File: src/rtl/fifo_rd_ctrl.sv
// Read-side controller of the async FIFO, clocked entirely by rclk.
// Tracks the read pointer, flags empty, and streams RAM words through a skid buffer.
module fifo_rd_ctrl #(
    parameter int ASIZE = 4,
    parameter int DSIZE = 8
) (
    input  logic             rclk,
    input  logic             rrst,
    input  logic [ASIZE:0]   rq2_wptr,
    output logic [ASIZE:0]   rptr,
    output logic [ASIZE-1:0] raddr,
    output logic             rden,
    input  logic [DSIZE-1:0] rdata,
    output logic [DSIZE-1:0] m_data,
    output logic             m_valid,
    input  logic             m_ready,
    output logic             rempty,
    output logic [ASIZE:0]   rlevel
);

    function automatic logic [ASIZE:0] gray2bin(input logic [ASIZE:0] g);
        logic [ASIZE:0] b;
        for (int i = 0; i <= ASIZE; i++) begin
            b[i] = ^(g >> i);
        end
        return b;
    endfunction

    logic [ASIZE:0]   rbin_q;
    logic [ASIZE:0]   rptr_q;
    logic             rempty_q;
    logic [ASIZE:0]   rlevel_q;
    logic             inflight_q;
    logic [1:0]       bufcnt_q, bufcnt_d;
    logic [DSIZE-1:0] buf0_q, buf0_d;
    logic [DSIZE-1:0] buf1_q, buf1_d;

    logic [1:0]     used;
    logic           has_credit;
    logic           pop;
    logic           pop_buf;
    logic           push_buf;
    logic [ASIZE:0] rbinnext;
    logic [ASIZE:0] rgraynext;
    logic [ASIZE:0] wbin;

    assign used       = bufcnt_q + {1'b0, inflight_q};
    assign has_credit = used < 2'd2;

    // The word arriving from RAM is visible straight away when the buffer is empty
    assign m_valid = (bufcnt_q != 2'd0) | inflight_q;
    assign m_data  = (bufcnt_q != 2'd0) ? buf0_q : rdata;
    assign pop     = m_valid & m_ready;

    assign rden      = ~rempty_q & (has_credit | pop);
    assign rbinnext  = rbin_q + {{ASIZE{1'b0}}, rden};
    assign rgraynext = (rbinnext >> 1) ^ rbinnext;
    assign wbin      = gray2bin(rq2_wptr);

    assign pop_buf  = pop & (bufcnt_q != 2'd0);
    assign push_buf = inflight_q & ~(pop & (bufcnt_q == 2'd0));

    always_comb begin
        buf0_d   = buf0_q;
        buf1_d   = buf1_q;
        bufcnt_d = bufcnt_q;
        if (pop_buf) begin
            buf0_d   = buf1_q;
            bufcnt_d = bufcnt_q - 2'd1;
        end
        if (push_buf) begin
            if (bufcnt_d == 2'd0) begin
                buf0_d = rdata;
            end else begin
                buf1_d = rdata;
            end
            bufcnt_d = bufcnt_d + 2'd1;
        end
    end

    always_ff @(posedge rclk) begin
        if (rrst) begin
            rbin_q     <= '0;
            rptr_q     <= '0;
            rempty_q   <= 1'b1;
            rlevel_q   <= '0;
            inflight_q <= 1'b0;
            bufcnt_q   <= 2'd0;
            buf0_q     <= '0;
            buf1_q     <= '0;
        end else begin
            rbin_q     <= rbinnext;
            rptr_q     <= rgraynext;
            rempty_q   <= (rgraynext == rq2_wptr);
            rlevel_q   <= wbin - rbinnext;
            inflight_q <= rden;
            bufcnt_q   <= bufcnt_d;
            buf0_q     <= buf0_d;
            buf1_q     <= buf1_d;
        end
    end

    assign rptr   = rptr_q;
    assign raddr  = rbin_q[ASIZE-1:0];
    assign rempty = rempty_q;
    assign rlevel = rlevel_q;

endmodule

File: config.mk
export PLATFORM = sky130hd
export DESIGN_NAME = fifo_rd_ctrl
export DESIGN_NICKNAME = d
export VERILOG_FILES = /design/src/rtl/fifo_rd_ctrl.sv
export SDC_FILE = /design/constraint.sdc
export NUM_CORES = 1
export LEC_CHECK = 0
export CAP_MARGIN = 40
export CORE_MARGIN = 2
export CORE_UTILIZATION = 44
export CTS_CLUSTER_SIZE = 30
export DETAILED_ROUTE_END_ITERATION = 12
export PLACE_DENSITY = 0.75
export SLEW_MARGIN = 20
export SYNTH_ARGS = -nofsm -noshare
export SYNTH_HDL_FRONTEND = slang
export SYNTH_SLANG_ARGS = --single-unit
File: constraint.sdc
create_clock -name rclk -period 3.19 [get_ports rclk]
set_input_delay 0.638 -clock rclk [delete_from_list [all_inputs] [get_ports rclk]]
set_output_delay 0.638 -clock rclk [all_outputs]
set_load 0.05 [all_outputs]
# Word-level counts from Yosys, hierarchy flattened
# Index checks and enable logic that the tools add are counted.
# classes
addsub	5
multipliers	0
div_mod_pow	0
n_lt_le_gt_ge	1
n_eq_ne	1
shift	0
mux	6
bitwise_logic	11
n_reduce_logical	9
# op_table
operator	n
8-bit two-way mux	4
5-bit parity	5
5-bit by 1-bit adder with 5-bit output	1
1-bit bitwise AND	5
5-bit == test	1
5-bit subtractor	1
4-bit by 5-bit bitwise XOR with 5-bit output	1
2-bit logical NOT	2
2-bit two-way mux	2
1-bit NOT	3
2-bit by 1-bit adder with 2-bit output	1
2-bit by 1-bit adder with 2-bit output, second input constant	1
2-bit < comparator, second input constant	1
1-bit OR	2
2-bit AND reduction	1
2-bit nonzero test	1
2-bit by 1-bit subtractor with 2-bit output, second input constant	1
# totals
regBits	35
latchBits	0
mem_bits_rw	0
rom_bits	0
input_bits	16
output_inout_bits	25
word_cells	41
n_memories	0

# Depth between registers and ports, before layout
# Gate-level depths: netlist of run 1.
# logic_depth
word_depth	8
depth_mapped	15

# Worst setup path after synthesis of run 1
# No wires, ideal clock.
# synth_path
kind	reg-to-reg
from	register bufcnt_q[0]
to	register rlevel_q[4], in the netlist rlevel[4]
t_arrival_ps	3780
t_required_ps	3062
slack_ps	-717
stages_incl_launch_ff	16
synth_period_minus_slack_ps	3907
cell_sequence	dfxtp_1 inv_1 ha_1 nand2b_1 inv_1 o221ai_1 a21oi_1 ha_1 ha_1 xor2_1 inv_1 ha_1 a21o_1 maj3_2 xnor2_1 nor2_1
# synth_via
elab_chain_len	7
elab_cells_between_ends	9
classes_between	add/sub (3); order compare (1); bitwise (4); reduce/logical (1)
# synth_lines
item	line_no	rtl
start, declared	34	logic [1:0] bufcnt_q, bufcnt_d;
start signal, assigned	97	bufcnt_q <= bufcnt_d;
parallel branches: the longest is 3 deep, another holds 2-bit by 1-bit adder with 2-bit output	-	
1-bit OR *	55	assign rden = ~rempty_q & (has_credit | pop);
1-bit bitwise AND *	55	
via rden	12	output logic rden,
5-bit by 1-bit adder with 5-bit output *	56	assign rbinnext = rbin_q + {{ASIZE{1'b0}}, rden};
5-bit subtractor *	95	rlevel_q <= wbin - rbinnext;
end signal, assigned	95	
end, declared	32	logic [ASIZE:0] rlevel_q;
# Mark *: on every way through the listed nets, which the timed path passes.
# A chain may end at the register's enable or synchronous reset.

# Worst setup path in the final report of run 1
# layout_path
from	input port rq2_wptr[4]
to	register rlevel_q[4], in the netlist rlevel[4]
# layout_via
elab_chain_len	2
elab_cells_between_ends	6
classes_between	add/sub (1); reduce/logical (5)
# layout_lines
item	line_no	rtl
start, declared	9	input logic [ASIZE:0] rq2_wptr,
5-bit parity	24	b[i] = ^(g >> i);
5-bit subtractor *	95	
# Every way passes the cells marked *; elsewhere a longest branch is shown, timed or not.

==> impl_metrics.csv, run 1 <==
group,metric,value,unit
outcome,status,"finished, final reports clean",
synth,ys_ff_latch,34,
critical_path,worstSetupPathType,"in -> reg",
synth,post_synth_num_cell_types,34,
global_route,overflow,0,
place,dp.final_hpwl,2676,um
critical_path,cp.arrival,3.32,ns
synth,ys_top_cells_by_area,"dfxtp_1, mux2i_1, nor2_1, xnor2_1, mux2_2",
floorplanning,io_pins,41,
route,drtIter0Drc,35,
clock_tree,h-tree-depth,2,
clock_tree,cts.path.max_buffers,2,
clock_tree,cts_root_buffer,"clkbuf_8",
synth,postSynthAreaPerCell,9.558,um2
min_path,hp-class,"reg -> reg",
global_route,grt_pass1_wl,5865,um
cells_and_area,finalNetCount,269,
critical_path,crit_path_end_kind,"register",
timing,maxSlewHeadroom,0.6147,
synth,netlist.top_cell.by_area,"dfxtp_1",
synth,yosysSeqAreaShare,0.3891,
cells_and_area,diodes,0,
timing,setup_viol,0,
global_route,grt_max_degree,23,
cells_and_area,drive_gt1_frac,0.2154,
timing,worst_pin_slew,0.5764,ns
cells_and_area,seq_area,680.7,um2
timing,fin_crit_sh,0.9855,
flow_run,cap_violations,0,
route,antenna_left,0,
place,post-place-ws,-0.2071,ns
clock_tree,clock-sinks,34,
critical_path,r2r_cells,15,
power_and_ir_drop,ir_drop,471.6,uV
timing,fmax,318.1,MHz
route,routed_wl,3712,um
cells_and_area,fill_cells,324,
power_and_ir_drop,p_per_area,682.6,nW/um2
timing,skew,0.002972,ns
synth,yosysTopAreaCellShare,0.3891,
place,port_buffers,40,
floorplanning,die_h,67.05,um
synth,yosys_warnings,0,
floorplanning,fp-row-count,22,
timing,layout_min_cycle_time,3.144,ns
route,drcViolationCount,0,
cells_and_area,multiInputGateArea,1074,um2
global_route,grt_pass1_vias,1294,
timing,hold_ws,0.4906,ns
min_path,hold_path_depth,2,
clock_tree,cts_buffers,5,
timing,setup_slack,0.04631,ns
floorplanning,die_w,67.05,um
critical_path,critPathLaunchType,"input pin",
route,first_pass_iters,4,
critical_path,cp_max_fo,2,
clock_tree,clk_pin_slew,0.07,ns
floorplanning,start_util,0.4672,
clock_tree,cts_tree,"built",
timing,final_max_slew_viol_count,0,
clock_tree,insertion_delay,0.29,ns
place,place_inst,285,
route,viasPerCell,4.820,
power_and_ir_drop,cellLeakagePower,1.055,nW
critical_path,worstPathRequired,3.37,ns
global_route,antenna_found_initial,0,
global_route,grt.total_usage,0.1784,
synth,netlist_instances,183,
timing,hold_violations,0,
floorplanning,dieArea,4496,um2
synth,syn-num-nets,207,
cells_and_area,syn_to_final_growth,44.99,%
route,via_count,1417,
floorplanning,core_region_area,3744,um2
cells_and_area,finalNonFillerCells,294,
synth,synth_area,1749,um2
place,place_congestion,0.7846,
route,wl_per_cell,12.63,um
-- where the power goes --
part / leakage, nW / internal (mW) / switching, mW / total [mW]
Sequential: 0.278 / 0.484 / 0.0374 / 0.521
Clock: 0.0579 / 0.230 / 0.157 / 0.387
Combinational: 0.719 / 0.358 / 0.466 / 0.823
Total: 1.05 / 1.07 / 0.660 / 1.73
-- metrics by stage --
| step | area, um2 | utilization | TNS [ns] | power, mW |
|---|---|---|---|---|
| after floorplan | 1804 | - | 0 | 1.079 |
| after global placement | 2406 | 0.6427 | -0.1748 | 1.338 |
| after detailed placement | 2406 | 0.6427 | -0.2652 | 1.349 |
| after CTS | 2515 | 0.6718 | 0 | 1.743 |
| after global routing | 2536 | 0.6775 | -0.09570 | 1.834 |
| final | 2536 | 0.6775 | 0 | 1.731 |
-- cells by family (layout without fill, tap and decap cells) --
group / Yosys count / count (layout) / synth area share
AO/OA/AOI/OAI: 23 / 23 / 0.09657
multiplexers: 25 / 25 / 0.1516
buffers and inverters: 16 / 79 / 0.03647
adder cells (fa/ha/maj): 9 / 9 / 0.06795
flip-flops: 34 / 34 / 0.3891
AND/OR/NAND/NOR: 53 / 53 / 0.1309
XOR/XNOR: 23 / 23 / 0.1273
-- critical path, cell delays in order --
cell             delay [ns]
clkdlybuf4s50_1        0.46
xnor2_2                0.17
xnor2_1                0.24
xor2_1                 0.25
xnor2_1                0.16
ha_1                   0.17
inv_1                  0.06
fa_1                   0.37
a21o_1                 0.20
maj3_2                 0.33
xnor2_1                0.21
nor2_1                 0.06
-- cells in the final DEF (no fill, tap or decap), drive strengths merged, types with 2 or more instances in the layout --
cell type,netlist,routed
nand2,6,6
nor2b,4,4
clkdlybuf4s50,0,39
dfxtp,34,34
mux2,9,9
xor2,8,8
clkbuf,4,5
ha,7,7
nor3,2,2
a21oi,6,6
inv,8,8
buf,4,24
nand2b,3,3
a211oi,8,8
nand3,3,3
nor2,34,34
mux2i,16,16
clkinv,0,2
xnor2,14,14
a21o,2,2
o21ai,2,2
-- state kept, by name (all words and copies together) (netlist names) --
name / cells
buf0_q: 8
buf1_q: 8
rbin_q: 5
rlevel: 5
rptr: 4
bufcnt_q: 2
inflight_q: 1
rempty: 1
-- final timing paths --
check / startpoint / endpoint / slack (ns)
worst min-delay path: buf1_q[6]$_SDFFE_PP0P_ / buf1_q[6]$_SDFFE_PP0P_ / 0.49
worst max-delay path: rq2_wptr[4] / rlevel[4]$_SDFF_PP0_ / 0.05
worst min register to register: buf1_q[6]$_SDFFE_PP0P_ / buf1_q[6]$_SDFFE_PP0P_ / 0.49
worst max register to register: bufcnt_q[0]$_SDFF_PP0_ / rlevel[4]$_SDFF_PP0_ / 0.21
-- what timing repair did --
item | CTS | global route
buffers inserted | 0 | 1
hold buffers | 0 | 0
endpoints found under the setup margin | 0 | 1
gates resized for setup | 0 | 2
-- synthesized netlist by cell type --
library cell and n:
a31oi_1 1, nand2b_1 3, clkbuf_1 4, o21ai_0 1
nor2_2 1, xnor3_1 1, fa_1 1, a2111oi_0 1
mux2_2 8, a21o_1 2, o221ai_1 1, ha_1 7
mux2_4 1, dfxtp_1 34, a41o_1 1, a31o_2 1
xor2_1 7, nand3b_1 1, inv_1 8, buf_2 3
a21oi_4 1, maj3_2 1, nand2_1 6, o21ai_1 1
xnor2_1 14, nor2b_1 4, xor2_2 1, mux2i_1 16
nor2_1 33, a21oi_1 5, a211oi_1 8, nand3_1 3
buf_1 1, nor3_1 2
-- routing by layer --
| layer | GRT usage | wire [um] | vias up |
|---|---|---|---|
| li1 | - | - | 743 |
| met1 | 0.2335 | 1840 | 643 |
| met2 | 0.2735 | 1662 | 24 |
| met3 | 0.04899 | 140 | 7 |
| met4 | 0.07653 | 68 | 0 |
| met5 | 0 | 0 | - |
-- area by class of cell --
class,instances,share of cell area
clock inverter,3,0.01579
timing repair buffer,63,0.2299
clock buffer,5,0.02713
tap,48,0.02368
inverter,8,0.01184
sequential,34,0.2684
multi-input combinational,133,0.4233
Power figures use the tool's default switching activity.
==> run 2, diff against run 1 <==
Settings changed: CAP_MARGIN 40 to 30, SLEW_MARGIN 20 to not set.
==> results of run 2 <==
The final DEF is identical to that of run 1; final timing and power are the same.
==> run 3, diff against run 2 <==
Settings changed: CTS_CLUSTER_DIAMETER set to 120, MAX_ROUTING_LAYER set to met4.
==> impl_metrics.csv, run 3 (synthesized netlist as in run 1, its figures left out) <==
group,metric,value,unit
clock_tree,clock-sinks,34,
clock_tree,clk_pin_slew,0.07,ns
place,post-place-ws,-0.2071,ns
timing,setup_slack,0.07394,ns
route,drtIter0Drc,35,
critical_path,cp_top_family,"XOR/XNOR gates",
flow_run,cap_violations,0,
cells_and_area,largestRegisters,"buf0_q x8, buf1_q x8",
place,place_congestion,0.7956,
critical_path,critPathMaxStageDelay,0.46,ns
place,port_buffers,40,
critical_path,cp_max_fo,2,
route,routed_wl,3710,um
cells_and_area,final_common_cell,"clkdlybuf4s50_1",
timing,skew,0.003806,ns
route,via_count,1414,
cells_and_area,drive_gt1_frac,0.2154,
cells_and_area,design_area,2536,um2
global_route,grt.total_usage,0.1831,
clock_tree,cts_root_buffer,"clkbuf_8",
critical_path,cp.arrival,3.30,ns
cells_and_area,fill_cells,324,
timing,fmax,320.9,MHz
route,wl_per_cell,12.62,um
floorplanning,die_h,67.05,um
clock_tree,h-tree-depth,2,
timing,final_max_slew_viol_count,0,
clock_tree,cts_buffers,5,
global_route,grt_max_degree,23,
timing,hold_violations,0,
global_route,grt_pass1_wl,5865,um
route,first_pass_iters,4,
timing,maxSlewHeadroom,0.6147,
clock_tree,cts.path.max_buffers,2,
critical_path,crit_chain,"clkdlybuf4s50_1 -> xnor2_2 -> xnor2_1 -> xor2_1 -> xnor2_1 -> ha_1 -> inv_1 -> fa_1 -> a21o_1 -> maj3_2 -> xnor2_1 -> nor2_1",
place,place_area,2406,um2
route,antenna_left,0,
cells_and_area,postLayoutCoreUtil,0.6775,
floorplanning,fp-row-count,22,
timing,worst_pin_slew,0.5764,ns
critical_path,cp_slowest_cell,"clkdlybuf4s50_1",
clock_tree,cts_tree,"built",
power_and_ir_drop,ir_drop,471.7,uV
critical_path,crit_path_end_kind,"register",
global_route,antenna_found_initial,0,
timing,setup_viol,0,
route,viasPerCell,4.810,
cells_and_area,most-common-layout-cells,"clkdlybuf4s50_1, dfxtp_1, nor2_1",
floorplanning,io_pins,41,
power_and_ir_drop,total_power,1.732,mW
cells_and_area,syn_to_final_growth,44.99,%
floorplanning,dieArea,4496,um2
power_and_ir_drop,cellLeakagePower,1.055,nW
place,dp.final_hpwl,2676,um
critical_path,critical_path.most_common_cell,"xnor2_1",
global_route,grt_pass1_vias,1294,
timing,layout_min_cycle_time,3.116,ns
global_route,overflow,0,
route,drcViolationCount,0,
floorplanning,start_util,0.4672,
floorplanning,core_region_area,3744,um2
outcome,status,"finished, final reports clean",
critical_path,worst-path-buf-inv,2,
critical_path,worstPathRequired,3.37,ns
clock_tree,insertion_delay,0.29,ns
floorplanning,die_w,67.05,um
clock_tree,holdBufCountCts,0,
timing,fin_crit_sh,0.9768,
min_path,hp-class,"reg -> reg",
critical_path,critPathLaunchType,"input pin",
power_and_ir_drop,p_per_area,682.8,nW/um2
critical_path,worstSetupPathType,"in -> reg",
cells_and_area,diodes,0,
cells_and_area,finalNetCount,269,
## run 3: worst paths after layout
path                                             start                     end  slack (ns)  cells past startpoint
worst max-delay path                       rq2_wptr[4]    rlevel[4]$_SDFF_PP0_        0.07                     12
worst min-delay path            buf1_q[6]$_SDFFE_PP0P_  buf1_q[6]$_SDFFE_PP0P_        0.49                      2
worst max register to register  bufcnt_q[0]$_SDFF_PP0_    rlevel[4]$_SDFF_PP0_        0.24                     15
worst min register to register  buf1_q[6]$_SDFFE_PP0P_  buf1_q[6]$_SDFFE_PP0P_        0.49                      2
## run 3: repair_timing
action	in CTS	in global routing
buffers inserted	0	1
setup endpoints to repair	0	1
resized for setup	0	2
## run 3: routing by layer
metal,track usage,wire length [um],up-vias
li1,-,-,742
met4,0.07653,69,0
met1,0.2335,1838,641
met5,-,0,-
met3,0.04899,141,7
met2,0.2735,1660,24
## run 3: cell type report
| class | count | area [um2] | share of cell area |
|---|---|---|---|
| clock buffer | 5 | 68.82 | 0.02713 |
| tap | 48 | 60.06 | 0.02368 |
| timing repair buffer | 63 | 583.1 | 0.2299 |
| clock inverter | 3 | 40.04 | 0.01579 |
| sequential | 34 | 680.7 | 0.2684 |
| multi-input combinational | 133 | 1074 | 0.4233 |
| inverter | 8 | 30.03 | 0.01184 |
## run 3: power by group
part | switching [mW] | leakage (nW) | total, mW | internal, mW
Combinational | 0.465 | 0.719 | 0.823 | 0.358
Clock | 0.158 | 0.0579 | 0.387 | 0.230
Sequential | 0.0374 | 0.278 | 0.521 | 0.484
## run 3: metrics by stage
step / hold slack (ns) / setup TNS, ns / std cells
3_5_place_dp: 0.4821 / -0.2652 / 285
6_report: 0.4906 / 0 / 294
5_1_grt: 0.5210 / -0.09569 / 294
3_3_place_gp: 0.4738 / -0.1748 / 285
2_1_floorplan: 0.4596 / 0 / 183
4_1_cts: 0.4991 / 0 / 293
## run 3: worst reg2reg max path, delay by kind of cell (launching register included)
kind | cells | cell delay [ns]
adders and majority gates | 5 | 1.15
AOI/OAI and AO/OA | 3 | 0.49
DFF | 1 | 0.38
xor gates and xnor gates | 2 | 0.36
buffers and inverters | 3 | 0.24
and+or+nand+nor | 2 | 0.22
